## config.mk

```make
export PLATFORM = sky130hd
export DESIGN_NAME = pong_fb_scan_reader
export DESIGN_NICKNAME = d
export VERILOG_FILES = /design/src/rtl/pong_fb_pkg.sv /design/src/rtl/pong_delay_pipe.sv /design/src/rtl/pong_fb_scan_reader.sv
export SDC_FILE = /design/constraint.sdc
export NUM_CORES = 1
export LEC_CHECK = 0
export ABC_AREA = 1
export CAP_MARGIN = 20
export CORE_MARGIN = 1
export CORE_UTILIZATION = 25
export CTS_CLUSTER_DIAMETER = 60
export CTS_CLUSTER_SIZE = 30
export DETAILED_ROUTE_END_ITERATION = 12
export PLACE_DENSITY = 0.47
export SETUP_SLACK_MARGIN = 0.3
export SYNTH_ARGS = -nofsm -noshare
export SYNTH_HDL_FRONTEND = slang
export SYNTH_HIERARCHICAL = 1
export SYNTH_SLANG_ARGS = --single-unit
```

## constraint.sdc

```tcl
create_clock -name clk -period 5.4 [get_ports clk]
set_input_delay 1.08 -clock clk [delete_from_list [all_inputs] [get_ports clk]]
set_output_delay 1.08 -clock clk [all_outputs]
set_load 0.005 [all_outputs]
```

## src/rtl/pong_fb_pkg.sv

```systemverilog
// pong_fb_pkg
// Shared framebuffer geometry and the scan-reader state type.
//   FB_X_MAX   framebuffer columns
//   FB_Y_MAX   framebuffer rows
//   FB_ADDR_W  linear read-address width
//   FB_PIX_W   bits per pixel
package pong_fb_pkg;

    localparam int FB_X_MAX  = 320;
    localparam int FB_Y_MAX  = 240;
    localparam int FB_ADDR_W = 17;
    localparam int FB_PIX_W  = 4;

    typedef enum logic [1:0] {
        IDLE   = 2'd0,
        ACTIVE = 2'd1,
        DONE   = 2'd2
    } fb_scan_state_t;

endpackage

```

## src/rtl/pong_delay_pipe.sv

```systemverilog
// pong_delay_pipe
// Fixed-depth shift pipe used to align de and the pixel coordinates with
// the RAM read latency. Asynchronous reset flushes every stage to 0.
// Ports:
//   clk      in   clock
//   reset_n  in   asynchronous active-low reset
//   din      in   WIDTH-bit value entering the pipe
//   dout     out  din delayed by DEPTH clocks
module pong_delay_pipe #(
    parameter int WIDTH = 1,
    parameter int DEPTH = 1
) (
    input  logic             clk,
    input  logic             reset_n,
    input  logic [WIDTH-1:0] din,
    output logic [WIDTH-1:0] dout
);

    logic [WIDTH-1:0] stage [DEPTH];

    always_ff @(posedge clk or negedge reset_n) begin
        if (!reset_n) begin
            for (int i = 0; i < DEPTH; i++) begin
                stage[i] <= '0;
            end
        end else begin
            stage[0] <= din;
            for (int i = 1; i < DEPTH; i++) begin
                stage[i] <= stage[i-1];
            end
        end
    end

    assign dout = stage[DEPTH-1];

endmodule

```

## src/rtl/pong_fb_scan_reader.sv

```systemverilog
// pong_fb_scan_reader
// Scans the framebuffer in raster order, doubling every pixel horizontally
// and every row vertically, issues linear read addresses to the framebuffer
// RAM and returns the read data aligned to the incoming display enable.
// Build option: PONG_FB_TESTPAT_EN adds input test_mode; when set, pixels
// come from an x^y pattern instead of the RAM and rd_en is held low.
// Ports:
//   clk          in   pixel clock
//   reset_n      in   asynchronous active-low reset
//   frame_start  in   one-cycle pulse before the first active line
//   de           in   display enable, 2*X_MAX cycles per active line
//   test_mode    in   (PONG_FB_TESTPAT_EN only) select test pattern
//   rd_en        out  RAM read strobe, same cycle as de
//   rd_addr      out  RAM read address y*X_MAX + x
//   rd_data      in   RAM data, valid RD_LAT clocks after rd_en
//   pix_valid    out  de delayed by RD_LAT
//   pix_data     out  pixel, 0 when not a valid issued pixel
//   frame_done   out  pulse after the last line of the frame
//   err          out  sticky sync error, cleared by frame_start
//
// state  | meaning
// IDLE   | out of reset, waiting for the first frame_start
// ACTIVE | scanning a frame; every de-high cycle issues one read
// DONE   | last row finished, waiting for the next frame_start
module pong_fb_scan_reader
    import pong_fb_pkg::*;
#(
    parameter int X_MAX  = FB_X_MAX,
    parameter int Y_MAX  = FB_Y_MAX,
    parameter int PIX_W  = FB_PIX_W,
    parameter int RD_LAT = 2,
    parameter int ADDR_W = FB_ADDR_W
) (
    input  logic              clk,
    input  logic              reset_n,
    input  logic              frame_start,
    input  logic              de,
`ifdef PONG_FB_TESTPAT_EN
    input  logic              test_mode,
`endif
    output logic              rd_en,
    output logic [ADDR_W-1:0] rd_addr,
    input  logic [PIX_W-1:0]  rd_data,
    output logic              pix_valid,
    output logic [PIX_W-1:0]  pix_data,
    output logic              frame_done,
    output logic              err
);

    localparam int XW = $clog2(X_MAX);
    localparam int YW = $clog2(Y_MAX);
    localparam int RW = $clog2(2 * X_MAX + 1);

    fb_scan_state_t    state, state_nx;
    logic [XW-1:0]     x, x_nx;
    logic [YW-1:0]     y, y_nx;
    logic [ADDR_W-1:0] line_base, base_nx;
    logic              x_dup, x_dup_nx;
    logic              line_dup, line_dup_nx;
    logic              de_prev, de_prev_nx;
    logic [RW-1:0]     run_cnt, run_nx;
    logic              err_nx, done_nx;

    logic              tm;
    logic              issue;
    logic [XW-1:0]     x_now;
    logic [YW-1:0]     y_now;
    logic [ADDR_W-1:0] base_now;
    logic [1:0]        de_pipe_q;
    logic              issued_d;

`ifdef PONG_FB_TESTPAT_EN
    assign tm = test_mode;
`else
    assign tm = 1'b0;
`endif

    // frame_start overrides the scan position so a coincident de cycle is
    // issued as the very first pixel of the new frame.
    assign issue    = de && (frame_start || state == ACTIVE);
    assign x_now    = frame_start ? '0 : x;
    assign y_now    = frame_start ? '0 : y;
    assign base_now = frame_start ? '0 : line_base;

    assign rd_en   = issue && !tm;
    assign rd_addr = base_now + ADDR_W'(x_now);

    always_comb begin
        state_nx    = state;
        x_nx        = x;
        y_nx        = y;
        base_nx     = line_base;
        x_dup_nx    = x_dup;
        line_dup_nx = line_dup;
        de_prev_nx  = de_prev;
        run_nx      = run_cnt;
        err_nx      = err;
        done_nx     = 1'b0;

        if (frame_start) begin
            state_nx    = ACTIVE;
            x_nx        = '0;
            y_nx        = '0;
            base_nx     = '0;
            line_dup_nx = 1'b0;
            err_nx      = 1'b0;
            de_prev_nx  = de;
            x_dup_nx    = de;
            run_nx      = de ? RW'(1) : '0;
        end else begin
            case (state)
                IDLE, DONE: begin
                    if (de) begin
                        err_nx = 1'b1;
                    end
                end
                ACTIVE: begin
                    de_prev_nx = de;
                    if (de) begin
                        if (run_cnt != '1) begin
                            run_nx = run_cnt + RW'(1);
                        end
                        x_dup_nx = !x_dup;
                        if (x_dup) begin
                            // second copy of the last column: shift back to column 0
                            x_nx = (x == XW'(X_MAX - 1)) ? '0 : x + XW'(1);
                        end
                    end else if (de_prev) begin
                        // first de-low cycle after a run: end of a display line
                        run_nx      = '0;
                        x_nx        = '0;
                        x_dup_nx    = 1'b0;
                        line_dup_nx = !line_dup;
                        if (run_cnt != RW'(2 * X_MAX)) begin
                            err_nx = 1'b1;
                        end
                        if (line_dup) begin
                            if (y == YW'(Y_MAX - 1)) begin
                                done_nx  = 1'b1;
                                state_nx = DONE;
                            end else begin
                                y_nx    = y + YW'(1);
                                base_nx = line_base + ADDR_W'(X_MAX);
                            end
                        end
                    end
                end
                default: state_nx = IDLE;
            endcase
        end
    end

    always_ff @(posedge clk or negedge reset_n) begin
        if (!reset_n) begin
            state      <= IDLE;
            x          <= '0;
            y          <= '0;
            line_base  <= '0;
            x_dup      <= 1'b0;
            line_dup   <= 1'b0;
            de_prev    <= 1'b0;
            run_cnt    <= '0;
            err        <= 1'b0;
            frame_done <= 1'b0;
        end else begin
            state      <= state_nx;
            x          <= x_nx;
            y          <= y_nx;
            line_base  <= base_nx;
            x_dup      <= x_dup_nx;
            line_dup   <= line_dup_nx;
            de_prev    <= de_prev_nx;
            run_cnt    <= run_nx;
            err        <= err_nx;
            frame_done <= done_nx;
        end
    end

    // bit 1: raw de (pix_valid), bit 0: a read was actually issued
    pong_delay_pipe #(
        .WIDTH (2),
        .DEPTH (RD_LAT)
    ) u_de_pipe (
        .clk     (clk),
        .reset_n (reset_n),
        .din     ({de, issue}),
        .dout    (de_pipe_q)
    );

    assign pix_valid = de_pipe_q[1];
    assign issued_d  = de_pipe_q[0];

`ifdef PONG_FB_TESTPAT_EN
    logic [2*PIX_W-1:0] xy_d;

    pong_delay_pipe #(
        .WIDTH (2 * PIX_W),
        .DEPTH (RD_LAT)
    ) u_xy_pipe (
        .clk     (clk),
        .reset_n (reset_n),
        .din     ({x_now[PIX_W-1:0], y_now[PIX_W-1:0]}),
        .dout    (xy_d)
    );
`endif

    always_comb begin
        pix_data = '0;
        if (issued_d) begin
            pix_data = rd_data;
        end
`ifdef PONG_FB_TESTPAT_EN
        if (tm) begin
            pix_data = issued_d ? (xy_d[2*PIX_W-1:PIX_W] ^ xy_d[PIX_W-1:0]) : '0;
        end
`endif
    end

endmodule

```

# [Word-level counts from Yosys, hierarchy flattened]
# Index checks and enable logic that the tools add are counted.
[totals] in_bits=8 word_cells=107 out_inout_bits=25 reg_bits=55
[classes] n_mux=55 n_reduce_logical=18 add_sub_neg=5 n_eq_ne=17
[op_table] operator="two-way mux 17 bit" count=7
[op_table] operator="two-way mux 9 bit" count=7
[op_table] operator="two-way mux 10 bit" count=5
[op_table] operator="two-way mux 8 bit" count=6
[op_table] operator="two-way mux 1 bit" count=22
[op_table] operator="!= test 10 bit (second input constant)" count=2
[op_table] operator="adder 17 x 9 -> 17 bit" count=1
[op_table] operator="adder 17 x 9 -> 17 bit (second input constant)" count=1
[op_table] operator="AND reduction 5 bit" count=3
[op_table] operator="!= test 3 x 2 -> 1 bit (second input constant)" count=4
[op_table] operator="!= test 3 bit (second input constant)" count=4
[op_table] operator="adder 10 x 1 -> 10 bit (second input constant)" count=1
[op_table] operator="two-way mux 2 bit" count=5
[op_table] operator="adder 9 x 1 -> 9 bit (second input constant)" count=1
[op_table] operator="== test 9 bit (second input constant)" count=1
[op_table] operator="AND reduction 3 bit" count=3
[op_table] operator="adder 8 x 1 -> 8 bit (second input constant)" count=1
[op_table] operator="== test 8 bit (second input constant)" count=1
[op_table] operator="!= test 2 bit (second input constant)" count=3
[op_table] operator="nonzero test 2 bit" count=3
[op_table] operator="nonzero test 3 bit" count=2
[op_table] operator="two-way mux 4 bit" count=1
[op_table] operator="case mux 2 bit (2 select lines)" count=1
[op_table] operator="== test 2 x 1 -> 1 bit (second input constant)" count=1
[op_table] operator="other kinds (8)" count=9

# [Depth between registers and ports, before layout]
# Gate-level depths: netlist of the first run.
[depth] depth_word=7 mapped_depth=15

# [By module]
# Netlist of the first run, hierarchy kept.
[modules_own_cells] mod="pong_fb_scan_reader" seq_area_each_um2=1126.1 area_each_um2=3427.0 n_inst=1 cells_per_inst=502
[modules_own_cells] mod="pong_delay_pipe" seq_area_each_um2=100.1 area_each_um2=115.1 n_inst=1 cells_per_inst=6

# [Least setup slack after synthesis of the first run]
# OpenSTA, ideal clock, no wires.
[synth_path] path_type="in2out" startpoint="input frame_start" endpoint="output rd_addr[16]" arrival_time_ps=2691 required_ps=4320 stages=13 path_buffers=3 setup_slack_ps=1629 path_cell_list="buf_6 > buf_2 > buf_1 > nor2_1 > ha_1 > inv_1 > nor2_1 > nand2_1 > nor2_1 > nand2_1 > nand2_1 > nand2_1 > nand2_1"
[synth_via] elab_chain_len=2
[synth_lines] element="start, declared" line_no="pong_fb_scan_reader.sv:36" source="input logic frame_start,"
[synth_lines] element="two-way mux 17 bit or two-way mux 9 bit (tied branches)" line_no="pong_fb_scan_reader.sv:83, pong_fb_scan_reader.sv:81"
[synth_lines] element="adder 17 x 9 -> 17 bit (*)" line_no="pong_fb_scan_reader.sv:86" source="assign rd_addr = base_now + ADDR_W'(x_now);"
[synth_lines] element="end, declared" line_no="pong_fb_scan_reader.sv:42" source="output logic [ADDR_W-1:0] rd_addr,"
# Mark *: on every way between the ends. The rest lies on a longest branch, timed or not.

# [Worst setup path after layout of the first run]
# Ends and elaborated chain as after synthesis.

==> results.json, run 1 <==
{
  "outcome": "finished, final reports clean",
  "min-delay-path-class": "reg -> reg",
  "crit_path_top_delay_cell": "clkdlybuf4s50_1",
  "crit_path_start_kind": "primary input",
  "postRouteAntennaNets": 0,
  "finalWirelength_um": 8520,
  "core-area_um2": 13800,
  "final_cell_mix": "nand2_1 (132), inv_1 (83), nor2_1 (60)",
  "diodes": 0,
  "critPathKind": "in -> out",
  "place_congestion": 0.832,
  "grt_overflow": 0,
  "postCtsSetupBuffers": 0,
  "area_delta_synth_final_pct": 18.4,
  "vias_per_cell": 4.50,
  "post-place-ws_ps": 833,
  "fin_crit_sh_pct": 83.8,
  "nets": 558,
  "cp_common_cell": "nand2_1",
  "netlist_area_um2": 3540,
  "io_pins": 33,
  "antenna_found_initial": 0,
  "drv_cap": 0,
  "wl_per_cell_um": 11.8,
  "io_buffers": 32,
  "cts_tree": "done",
  "hpwl_um": 6230,
  "drive_gt1_share_pct": 10.6,
  "final.setup.tns_ps": 0,
  "rsz0062_at_grt": "false",
  "ys_seq_area_share_pct": 34.6,
  "path_max_fanout": 29,
  "grt_max_degree": 50,
  "syn_area_per_cell_um2": 6.97,
  "clock.fmax_mhz": 221,
  "clk_pin_slew_ps": 70,
  "syn-instance-count": 508,
  "ys_ff_latch": 49,
  "drtIter0Drc": 172,
  "power.leakage_nw": 2.08,
  "vias": 3238,
  "die_h_um": 121,
  "skew_ps": 10.8,
  "worstSkewPairLatency_ps": 300,
  "cp-end-kind": "output pin",
  "worst_pin_slew_ps": 687,
  "crit_required_ps": 4320,
  "cts.sinks": 49,
  "crit_chain": "clkdlybuf4s50_1 -> buf_4 -> inv_6 -> nand2_1 -> nor2_1 -> nand2_1 -> nor2_1 -> nand2_1 -> nand2_1 -> nand2_1 -> nand2_1 -> clkdlybuf4s50_1",
  "dieWidth_um": 121,
  "clock_path_buffers": 2,
  "period_minus_slack_ps": 4530,
  "setup_viol": 0,
  "synth_cell_types": 35,
  "track_usage_pct": 12.6,
  "p_per_area_nw_per_um2": 211,
  "grt_pass1_vias": 3201,
  "hold_viol": 0,
  "total_power_uw": 884,
  "ctsHoldBuffers": 0,
  "cts_made_buffers": 5,
  "drc_errors": 0,
  "row_count": 43,
  "relSlewSlack_pct": 54.2,
  "place_area_um2": 4000,
  "vdd_ir_drop_max_uv": 113,
  "cts_root_buffer": "clkbuf_16",
  "ys_warn_count": 6,
  "die_area_um2": 14600,
  "grt_pass1_wl_um": 14800,
  "crit_arrival_ps": 3450,
  "setup_slack_ps": 872,
  "firstDrtPassIters": 6,
  "fin_area_um2": 4190,
  "ctsResizeCount": 0,
  "initial_core_util_pct": 25.6,
  "final_max_slew_viol_count": 0,
  "layout_commonest_cell": "nand2_1",
  "max_stage_delay_ps": 620,
  "fill_cells": 1493,
  "cts_max_level": 2
}
-- metrics by stage --
step | util (%) | hold slack [ps] | instances
2_1_floorplan | - | 331 | 510
3_3_place_gp | 29.0 | 333 | 712
3_5_place_dp | 29.0 | 338 | 712
4_1_cts | 30.3 | 354 | 720
5_1_grt | 30.3 | 356 | 720
6_report | 30.3 | 352 | 720
-- per-layer routing --
metal  up-vias  wire length (um)  GRT usage [%]  share of wire (%)
li1       1648                 -              -                  -
met3        12               177           2.02                2.1
met4         0               130           4.63                1.5
met1      1534              4110           16.3                 48
met5         -                 0              0                  0
met2        44              4100           21.0                 48
-- where the power goes --
part	internal (mW)	leakage, nW	switching, mW
combinational	0.0311	1.32	0.0570
sequential	0.375	0.660	0.00612
clock	0.265	0.0938	0.151
total	0.671	2.08	0.214
-- worst max-delay path, delay by kind of cell --
kind                   cells  cell delay [ps]
buffers and inverters      4             1640
and+or+nand+nor            8              710
-- state kept, by name (all words and copies together) (netlist names) --
signal and flops:
state 2, run_cnt 10, err 1, y 8
x_dup 1, de_prev 1, line_base 11, x 9
u_de_pipe/dout 2, line_dup 1, frame_done 1, u_de_pipe/stage 2
-- cells in the mapped netlist --
master / number / area [um2]
nand4_1: 17 / 106
o21bai_1: 1 / 7.51
nand2_4: 1 / 11.3
nand3_4: 1 / 17.5
nand3_2: 3 / 30.0
inv_2: 5 / 18.8
nand2_8: 1 / 20.0
o21ai_2: 11 / 96.3
nand3_1: 38 / 190
nor2_8: 3 / 60.1
nand2_1: 132 / 495
o21ai_0: 16 / 80.1
dfrtp_1: 49 / 1230
o21ai_1: 8 / 40.0
buf_1: 1 / 3.75
nor3_1: 7 / 35.0
nor2_1: 60 / 225
buf_4: 2 / 15.0
or2_2: 2 / 12.5
inv_6: 1 / 8.76
nor4_1: 1 / 6.26
xor2_1: 8 / 70.1
clkbuf_1: 3 / 11.3
nor2_4: 3 / 33.8
buf_2: 2 / 10.0
inv_1: 83 / 312
a31oi_1: 2 / 12.5
nor2_2: 6 / 37.5
a21oi_1: 14 / 70.1
buf_12: 1 / 20.0
nand2_2: 7 / 43.8
ha_1: 11 / 138
conb_1: 1 / 3.75
xnor2_1: 2 / 17.5
buf_6: 5 / 56.3
-- cell type report --
type | instances | area [um2] | share of cell area, %
multi-input cells | 358 | 1870 | 44.5
flip-flops and latches | 49 | 1230 | 29.2
repair buffers | 36 | 345 | 8.23
inverters | 89 | 339 | 8.08
well taps | 180 | 225 | 5.37
clock buffers | 5 | 125 | 2.98
clock inverters | 3 | 65.1 | 1.55
-- path summary, 6_finish.rpt --
path	from	to	slack, ps	cells after the start
worst max-delay path	frame_start	rd_addr[16]	870	12
worst min-delay path	u_de_pipe/stage[2]	u_de_pipe/dout[0]	350	0
worst max register to register	y[0]	y[3]	3610	7
worst min register to register	u_de_pipe/stage[2]	u_de_pipe/dout[0]	350	0
max in group asynchronous	reset_n	line_base[15]	4030	2
min in group asynchronous	reset_n	run_cnt[7]	900	2
-- kinds of logic after synthesis --
logic type      count (synthesis)  share of synthesized area, %
simple gates                  282                          37.4
other cells                     1                         0.106
fa+ha+maj                      11                          3.89
flops                          49                          34.6
xor+xnor                       10                          2.47
compound gates                 52                          8.65
buf+inv                       103                          12.9
Note: power is estimated with default switching activity, not from simulation.
==> run 2, diff against run 1 <==
- PLACE_DENSITY: 0.47 -> 0.49
- clock period: 5.4 -> 3.8 ns (I/O delays scaled with it)
==> run 2 against run 1 <==
Die area unchanged. Global-route usage fell by 0.094 points. Largest cell class unchanged. Design area grew 0.48%. Clock power increased by 28%. Sequential power increased by 42%. Via count down 1.1%. Critical path depth fell by 4. Core utilization increased by 0.14 points.
==> results.json, run 2 (synthesis gave the netlist of run 1 again) <==
{
  "outcome": "finished, final reports clean",
  "p_per_area_nw_per_um2": 285,
  "fin_crit_sh_pct": 85.9,
  "drtIter0Drc": 104,
  "cts_root_buffer": "clkbuf_16",
  "wl_per_cell_um": 11.6,
  "rsz0062_at_grt": "false",
  "multiInputGateArea_um2": 1880,
  "diodes": 0,
  "critPathKind": "in -> out",
  "final_max_slew_viol_count": 0,
  "vias_per_cell": 4.42,
  "grt_pass1_vias": 3180,
  "finalWirelength_um": 8410,
  "worstSkewPairLatency_ps": 290,
  "row_count": 43,
  "hpwl_um": 6290,
  "io_pins": 33,
  "setup_viol": 0,
  "place_area_um2": 4030,
  "cp_common_cell": "nand2_1",
  "core-area_um2": 13800,
  "cp.buffers_inverters": 3,
  "hold_viol": 0,
  "antenna_found_initial": 0,
  "crit_arrival_ps": 2500,
  "clk_pin_slew_ps": 70,
  "crit_path_start_kind": "primary input",
  "min-delay-path-class": "reg -> reg",
  "cts_made_buffers": 5,
  "firstDrtPassIters": 4,
  "cts_max_level": 2,
  "reg.largest.list": "line_base: 11 flops, run_cnt: 10 flops, x: 9 flops",
  "crit_required_ps": 3040,
  "relSlewSlack_pct": 39.3,
  "max_stage_delay_ps": 520,
  "period_minus_slack_ps": 3260,
  "drive_gt1_share_pct": 11.4,
  "grt_overflow": 0,
  "initial_core_util_pct": 25.6,
  "clock_path_buffers": 2,
  "fill_cells": 1494,
  "grt_max_degree": 39,
  "final_cell_mix": "nand2_1 (132), inv_1 (83), nor2_1 (60)",
  "regArea_um2": 1230,
  "path_max_fanout": 7,
  "crit_chain": "clkbuf_2 -> buf_4 -> nor2_1 -> nand2_1 -> nor3_1 -> nand2_1 -> xor2_1 -> clkdlybuf4s50_1",
  "place_congestion": 0.841,
  "cp-end-kind": "output pin",
  "dieWidth_um": 121,
  "vias": 3202,
  "clock.fmax_mhz": 306,
  "crit_path_top_delay_cell": "clkdlybuf4s50_1",
  "largest_register_ffs": 11,
  "worst_pin_slew_ps": 911,
  "area_delta_synth_final_pct": 19.0,
  "drc_errors": 0,
  "crit_family": "buffers and inverters",
  "io_buffers": 32,
  "fin_util_pct": 30.5,
  "grt_pass1_wl_um": 14800,
  "vdd_ir_drop_max_uv": 153,
  "postRouteAntennaNets": 0,
  "power.leakage_nw": 2.08,
  "drv_cap": 0,
  "postCtsSetupBuffers": 0,
  "die_area_um2": 14600,
  "cts_tree": "done",
  "layout_commonest_cell": "nand2_1",
  "fin_area_um2": 4210,
  "final.setup.tns_ps": 0,
  "die_h_um": 121,
  "regMostFlops": "line_base",
  "skew_ps": 9.64,
  "nets": 562,
  "track_usage_pct": 12.5,
  "cts.sinks": 49
}
==> run 2: cell count changes in the layout (fill, tap and decap cells not counted) <==
cell             change
ha_1                 -1
buf_4                +4
clkbuf_2             +1
clkbuf_8             +1
clkdlybuf4s50_1      -1
clkbuf_1             +1
bufinv_16            -1
ha_4                 +1
clkinv_2             -1
==> run 2: worst paths after layout <==
kind | startpoint | to | slack [ps] | cells after the start
setup / recovery | frame_start | rd_addr[13] | 540 | 8
hold / removal | u_de_pipe/stage[2] | u_de_pipe/dout[0] | 350 | 0
setup reg to reg | y[0] | y[3] | 2040 | 7
hold reg to reg | u_de_pipe/stage[2] | u_de_pipe/dout[0] | 350 | 0
max in group asynchronous | reset_n | de_prev | 2480 | 2
min in group asynchronous | reset_n | run_cnt[7] | 590 | 1
==> run 2: final cells by class <==
class / instances / share of cell area (%)
timing repair buffer: 40 / 8.79
sequential: 49 / 29.1
clock inverter: 1 / 0.713
clock buffer: 7 / 3.38
multi-input combinational: 358 / 44.6
inverter: 89 / 8.05
tap: 180 / 5.34
==> run 2: stage by stage <==
stage	worst slack (ps)	hold slack (ps)	power, mW	instances
final	536	349	1.20	724
after global routing	388	357	1.25	724
after CTS	308	351	1.22	724
after detailed placement	41.2	335	0.680	716
after global placement	89.0	336	0.678	716
after floorplan	669	331	0.629	510
==> run 2: per-layer routing <==
layer	part of all wire, %	routed length, um	global-route usage [%]
met1	49	4150	16.2
met2	46	3870	20.8
met3	3.5	296	2.40
met4	1.1	93	4.01
met5	0	0	0
==> run 2: power breakdown <==
part	total [mW]	leakage [nW]	internal, mW	switching (mW)
logic	0.126	1.34	0.0466	0.0795
clock network	0.532	0.0841	0.330	0.202
registers	0.541	0.660	0.533	0.00858
total	1.20	2.08	0.909	0.291
==> run 2: worst reg2reg max path, cell delays in order, from the launching register on <==
cell and delay, ps:
dfrtp_1 410, ha_1 240, nand3_2 160, nor2_8 80, nor2_8 270, nor2_8 80
inv_2 270, o21ai_0 130
==> run 2: timing repair <==
item                       in CTS  in global routing
resized for setup               1                  3
hold buffers                    0                  0
pin swaps                       0                  0
setup endpoints to repair      10                  9
==> run 3, diff against run 2 <==
- ABC_AREA: 1 -> default
- CORE_ASPECT_RATIO: default -> 1.2
==> run 3 against run 2 <==
Count of clock-buffer cells in the layout is 2 lower. Clock power is 3.8% lower. Combinational power is 27% lower. Die area is 15% lower. Global-route usage is 1.2 points lower. Worst hold slack better by 0.77 ps. Sequential share of layout area is 4.4 points higher. Clock skew is 3.2 ps lower. Critical endpoint unchanged.
==> results.json, run 3 <==
{
  "outcome": "finished, final reports clean",
  "die_area_um2": 12500,
  "multiInputGateArea_um2": 1660,
  "layout_commonest_cell": "dfrtp_1",
  "final_cell_mix": "dfrtp_1 (49), nor2_1 (45), clkdlybuf4s50_1 (29)",
  "netlist_area_um2": 3010,
  "power.leakage_nw": 1.49,
  "cp_common_cell": "buf_4",
  "holdPathStages": 0,
  "yosys.cell_count.top_type": "dfrtp_1",
  "nets": 391,
  "skew_ps": 6.42,
  "worst_pin_slew_ps": 806,
  "max_stage_delay_ps": 500,
  "crit_chain": "buf_4 -> nor2b_1 -> ha_1 -> buf_4 -> o21ai_0 -> a21oi_2 -> nand4_1 -> xor2_1 -> nor2_1 -> clkdlybuf4s50_1",
  "period_minus_slack_ps": 3320,
  "clock_path_buffers": 2,
  "drc_errors": 0,
  "cts_made_buffers": 5,
  "reg2regPathDepth": 5,
  "critical_path_depth": 10,
  "fin_area_um2": 3660,
  "die_h_um": 122,
  "ctsHoldBuffers": 0,
  "finalWirelength_um": 6500,
  "hold_viol": 0,
  "crit_path_top_delay_cell": "clkdlybuf4s50_1",
  "area_delta_synth_final_pct": 21.5,
  "cts.sinks": 49,
  "grt_pass1_vias": 2363,
  "clk_pin_slew_ps": 70,
  "crit_arrival_ps": 2560,
  "hpwl_um": 4690,
  "synth-edff-count": 0,
  "ys_top_cells_by_count": "dfrtp_1 (49), nor2_1 (45), o21ai_0 (23), xnor2_1 (23), nand2_1 (22)",
  "grt_pass1_wl_um": 11200,
  "rsz0062_at_grt": "false",
  "synth_cell_types": 46,
  "fin_hold_ws_ps": 350,
  "grt_max_degree": 31,
  "cts_max_level": 2,
  "vias_per_cell": 4.52,
  "grt_overflow": 0,
  "cts_root_buffer": "clkbuf_16",
  "vias": 2393,
  "fin_util_pct": 31.4,
  "fill_cells": 1211,
  "synth_area_leaders": "dfrtp_1 (41%), xnor2_1 (6.7%), nor2_1 (5.6%), ha_1 (4.6%), o21ai_0 (3.8%)",
  "clock.fmax_mhz": 301,
  "min-delay-path-class": "reg -> reg",
  "diodes": 0,
  "vdd_ir_drop_max_uv": 190,
  "drv_cap": 0,
  "p_per_area_nw_per_um2": 313,
  "synth_top_area_cell": "dfrtp_1",
  "dieWidth_um": 102,
  "core-area_um2": 11700,
  "ys_ff_latch": 49,
  "wl_per_cell_um": 12.3,
  "relSlewSlack_pct": 46.1,
  "critPathKind": "in -> out",
  "ys_async_sr_fraction_pct": 100,
  "post-place-ws_ps": 186,
  "crit_required_ps": 3040,
  "row_count": 43,
  "firstDrtPassIters": 4,
  "track_usage_pct": 11.3,
  "setup_viol": 0,
  "io_pins": 33,
  "path_max_fanout": 10,
  "final.setup.tns_ps": 0,
  "crit_family": "buffers and inverters",
  "syn_area_per_cell_um2": 8.81,
  "final_max_slew_viol_count": 0,
  "drive_gt1_share_pct": 7.77,
  "ys_seq_area_share_pct": 40.7,
  "cp.buffers_inverters": 3,
  "largest_register_ffs": 11,
  "place_area_um2": 3480,
  "drtIter0Drc": 66,
  "io_buffers": 32,
  "cts_tree": "done",
  "initial_core_util_pct": 25.8,
  "antenna_found_initial": 0,
  "place_congestion": 0.793,
  "reg.largest.list": "line_base: 11 flops, run_cnt: 10 flops, x: 9 flops",
  "worstSkewPairLatency_ps": 290,
  "cp-end-kind": "output pin",
  "crit_path_start_kind": "primary input",
  "regMostFlops": "line_base",
  "ys_warn_count": 6,
  "regArea_um2": 1230,
  "postRouteAntennaNets": 0,
  "setup_slack_ps": 482,
  "syn-instance-count": 342,
  "fin_crit_sh_pct": 87.3,
  "yosysTopAreaCellShare_pct": 40.7,
  "synth_ff_type": "dfrtp_1"
}
## run 3: final timing paths
path | start | end | slack [ps]
min in group asynchronous | reset_n | y[2] | 520
worst max-delay path | frame_start | rd_addr[13] | 480
worst max register to register | de_prev | run_cnt[4] | 1830
worst min register to register | u_de_pipe/stage[3] | u_de_pipe/dout[1] | 350
max in group asynchronous | reset_n | run_cnt[3] | 2540
worst min-delay path | u_de_pipe/stage[3] | u_de_pipe/dout[1] | 350
## run 3: cells by family after synthesis
logic type               Yosys count  share of synthesized area [%]
other                              1                          0.124
XOR/XNOR                          33                           9.59
adder cells (fa/ha/maj)           11                           4.57
buffers and inverters             30                           4.98
flip-flops                        49                           40.7
multiplexers                       3                           1.04
AND/OR/NAND/NOR                  153                           26.2
AO/OA/AOI/OAI                     62                           12.8
## run 3: through the flow
step           std cells  total power, mW
2_1_floorplan        344            0.602
4_1_cts              530             1.17
5_1_grt              530             1.20
3_5_place_dp         522            0.646
3_3_place_gp         522            0.644
6_report             530             1.15
## run 3: area by class of cell
type / count / share of cell area, %
tap: 157 / 5.36
sequential: 49 / 33.5
timing repair buffer: 39 / 10.0
clock buffer: 5 / 3.42
multi-input combinational: 265 / 45.3
clock inverter: 3 / 1.20
inverter: 12 / 1.23
## run 3: repair_timing
action | CTS | global route
pin swaps | 1 | 5
gates resized for setup | 2 | 3
buffers inserted | 0 | 0
setup endpoints to repair | 1 | 7
## run 3: worst register-to-register path, cell delays in order (launching register included)
cell and delay (ps):
dfrtp_1 450, or2_2 300, a21oi_1 630, nor2_1 200
nand2_1 190, o31ai_1 90
## run 3: routing by layer
layer	part of all wire [%]	up-vias	track usage (%)
li1	-	1230	-
met1	47	1141	14.1
met2	49	18	19.1
met3	2.7	4	2.56
met4	0.98	0	3.84
met5	0	-	0
## run 3: where the power goes
| group | switching [mW] | internal, mW |
|---|---|---|
| registers | 0.0105 | 0.531 |
| logic | 0.0524 | 0.0399 |
| clock network | 0.200 | 0.312 |
==> edit, RTL diff (config.mk and constraints of run 2) <==
`RD_LAT`: 2 -> 4.
--- a/src/rtl/pong_fb_scan_reader.sv
+++ b/src/rtl/pong_fb_scan_reader.sv
@@ -30,3 +30,3 @@
     parameter int PIX_W  = FB_PIX_W,
-    parameter int RD_LAT = 2,
+    parameter int RD_LAT = 4,
     parameter int ADDR_W = FB_ADDR_W
Function: changed (a bounded check fails within 4 cycles, from zero or initial values and one cycle with reset_n low).
==> edit against run 2 <==
- power grew 4.7%
- utilization is 0.18 points higher
- clock power is 2% higher
- area after synthesis rose by 2.8%
- cell area is 2.2% higher
- count of clock-buffer cells in the layout did not move
- die area increased by 2.8%
- critical path depth is 4 higher
- worst hold slack lost 0.0011 ns
- sequential cell count grew 4
- setup slack got worse by 0.023 ns
- routed wire length rose by 1.4%
- clock skew fell by 0.0039 ns
==> edit: results (changes against run 2) <==
Hold Crit Start u_de_pipe/stage[4]; share of cells above drive strength 1 11.3% (-0.083 points); first drt pass iteration count 4 (unchanged); hold slack 0.348 ns (-0.00110 ns); first-pass GRT wire length 15.0 mm (+1.7%); Worst Hold End u_de_pipe/stage[2]; arrival time at the worst endpoint 2.53 ns (+0.03 ns); GR Util met1 16.4% (+0.16 points); Placed Instance Area 4130 um2 (+2.5%); DR WL met3 219 um (-26%); fillers 1515 (+1.4%); compound-cell area share of the yosys netlist 8.42% (-0.24 points); initial DRC count 168 (+62%); Lkg Pwr 2.13 nW (+2.4%); drt via density 4.43 (+0.23%); met3 Resource Use GR 1.72% (-0.68 points); synth warn 6 (unchanged); routability cong. 0.838 (-0.34%); clk_skew 0.00571 ns (-0.00393 ns); GRT Total Usage 12.5% (about the same); count of cell types in the netlist 35 (unchanged); Commonest cells post-synth nand2_1, inv_1, nor2_1; CTS resizes 2 (+1); worst-path fanout max 6 (-1); largest cells by area after synthesis dfrtp_1, nand2_1, inv_1, nor2_1, nand3_1; worst r2r src y[0]; vias in the first global route 3234 (+1.7%); Slew headroom 37.9% (-1.4 points); xor and xnor area share after synthesis 2.40% (-0.068 points); pre-CTS setup slack 0.0177 ns (-0.0235 ns); status complete, no violations; final net count 566 (+0.71%); met2 WL 3.88 mm (+0.23%); hpwl dp 6.38 mm (+1.4%); Peak VDD IR 0.000142 V (-7.2%); final wirelength 8.53 mm (+1.4%); Top FF cell, synth dfrtp_1; adder-cell area share of the yosys netlist 3.78% (-0.11 points); CP peak stage delay 0.50 ns (-0.02 ns); GRT met2 Usage 20.9% (+0.070 points); WL met1 4.27 mm (+2.8%)
-- edit: worst max path at each step --
stage / from / endpoint / slack [ns] / depth (start not counted)
after detailed placement: frame_start / rd_addr[11] / 0.02 / 8
after CTS: frame_start / rd_addr[14] / 0.30 / 12
after global placement: frame_start / rd_addr[11] / 0.1 / 11
after global routing: frame_start / rd_addr[11] / 0.34 / 11
final: frame_start / rd_addr[14] / 0.51 / 12
after floorplan: frame_start / rd_addr[16] / 0.67 / 13
-- edit: cell families after synthesis --
group / count (synthesis)
DFF: 53
and+or+nand+nor: 282
xor gates and xnor gates: 10
AOI/OAI and AO/OA: 52
buffers and inverters: 103
other: 1
adders and majority gates: 11
-- edit: final cells by class --
cell class | instances | area, um2 | share of cell area [%]
clock buffers | 7 | 143 | 3.31
flip-flops and latches | 53 | 1330 | 30.8
repair buffers | 40 | 370 | 8.60
clock inverters | 1 | 30.0 | 0.697
multi-input cells | 358 | 1870 | 43.5
well taps | 180 | 225 | 5.23
inverters | 89 | 339 | 7.88
-- edit: per-stage QoR --
step | cells | utilization [%]
floorplan | 514 | -
global placement | 720 | 29.4
detailed placement | 720 | 29.4
CTS | 728 | 30.7
global route | 728 | 30.7
finish | 728 | 30.7
-- edit: where the power goes --
group | leakage, nW | internal (W) | switching (W)
clock network | 0.0841 | 0.000330 | 0.000212
logic | 1.34 | 0.0000465 | 0.0000808
registers | 0.706 | 0.000577 | 0.00000971
total | 2.13 | 0.000953 | 0.000302
-- edit: worst reg2reg max path: stages (launching register included) --
cell,delay (ns)
dfrtp_1,0.41
ha_1,0.24
nand3_2,0.16
nor2_8,0.08
nor2_8,0.27
nor2_8,0.08
inv_2,0.26
o21ai_0,0.12
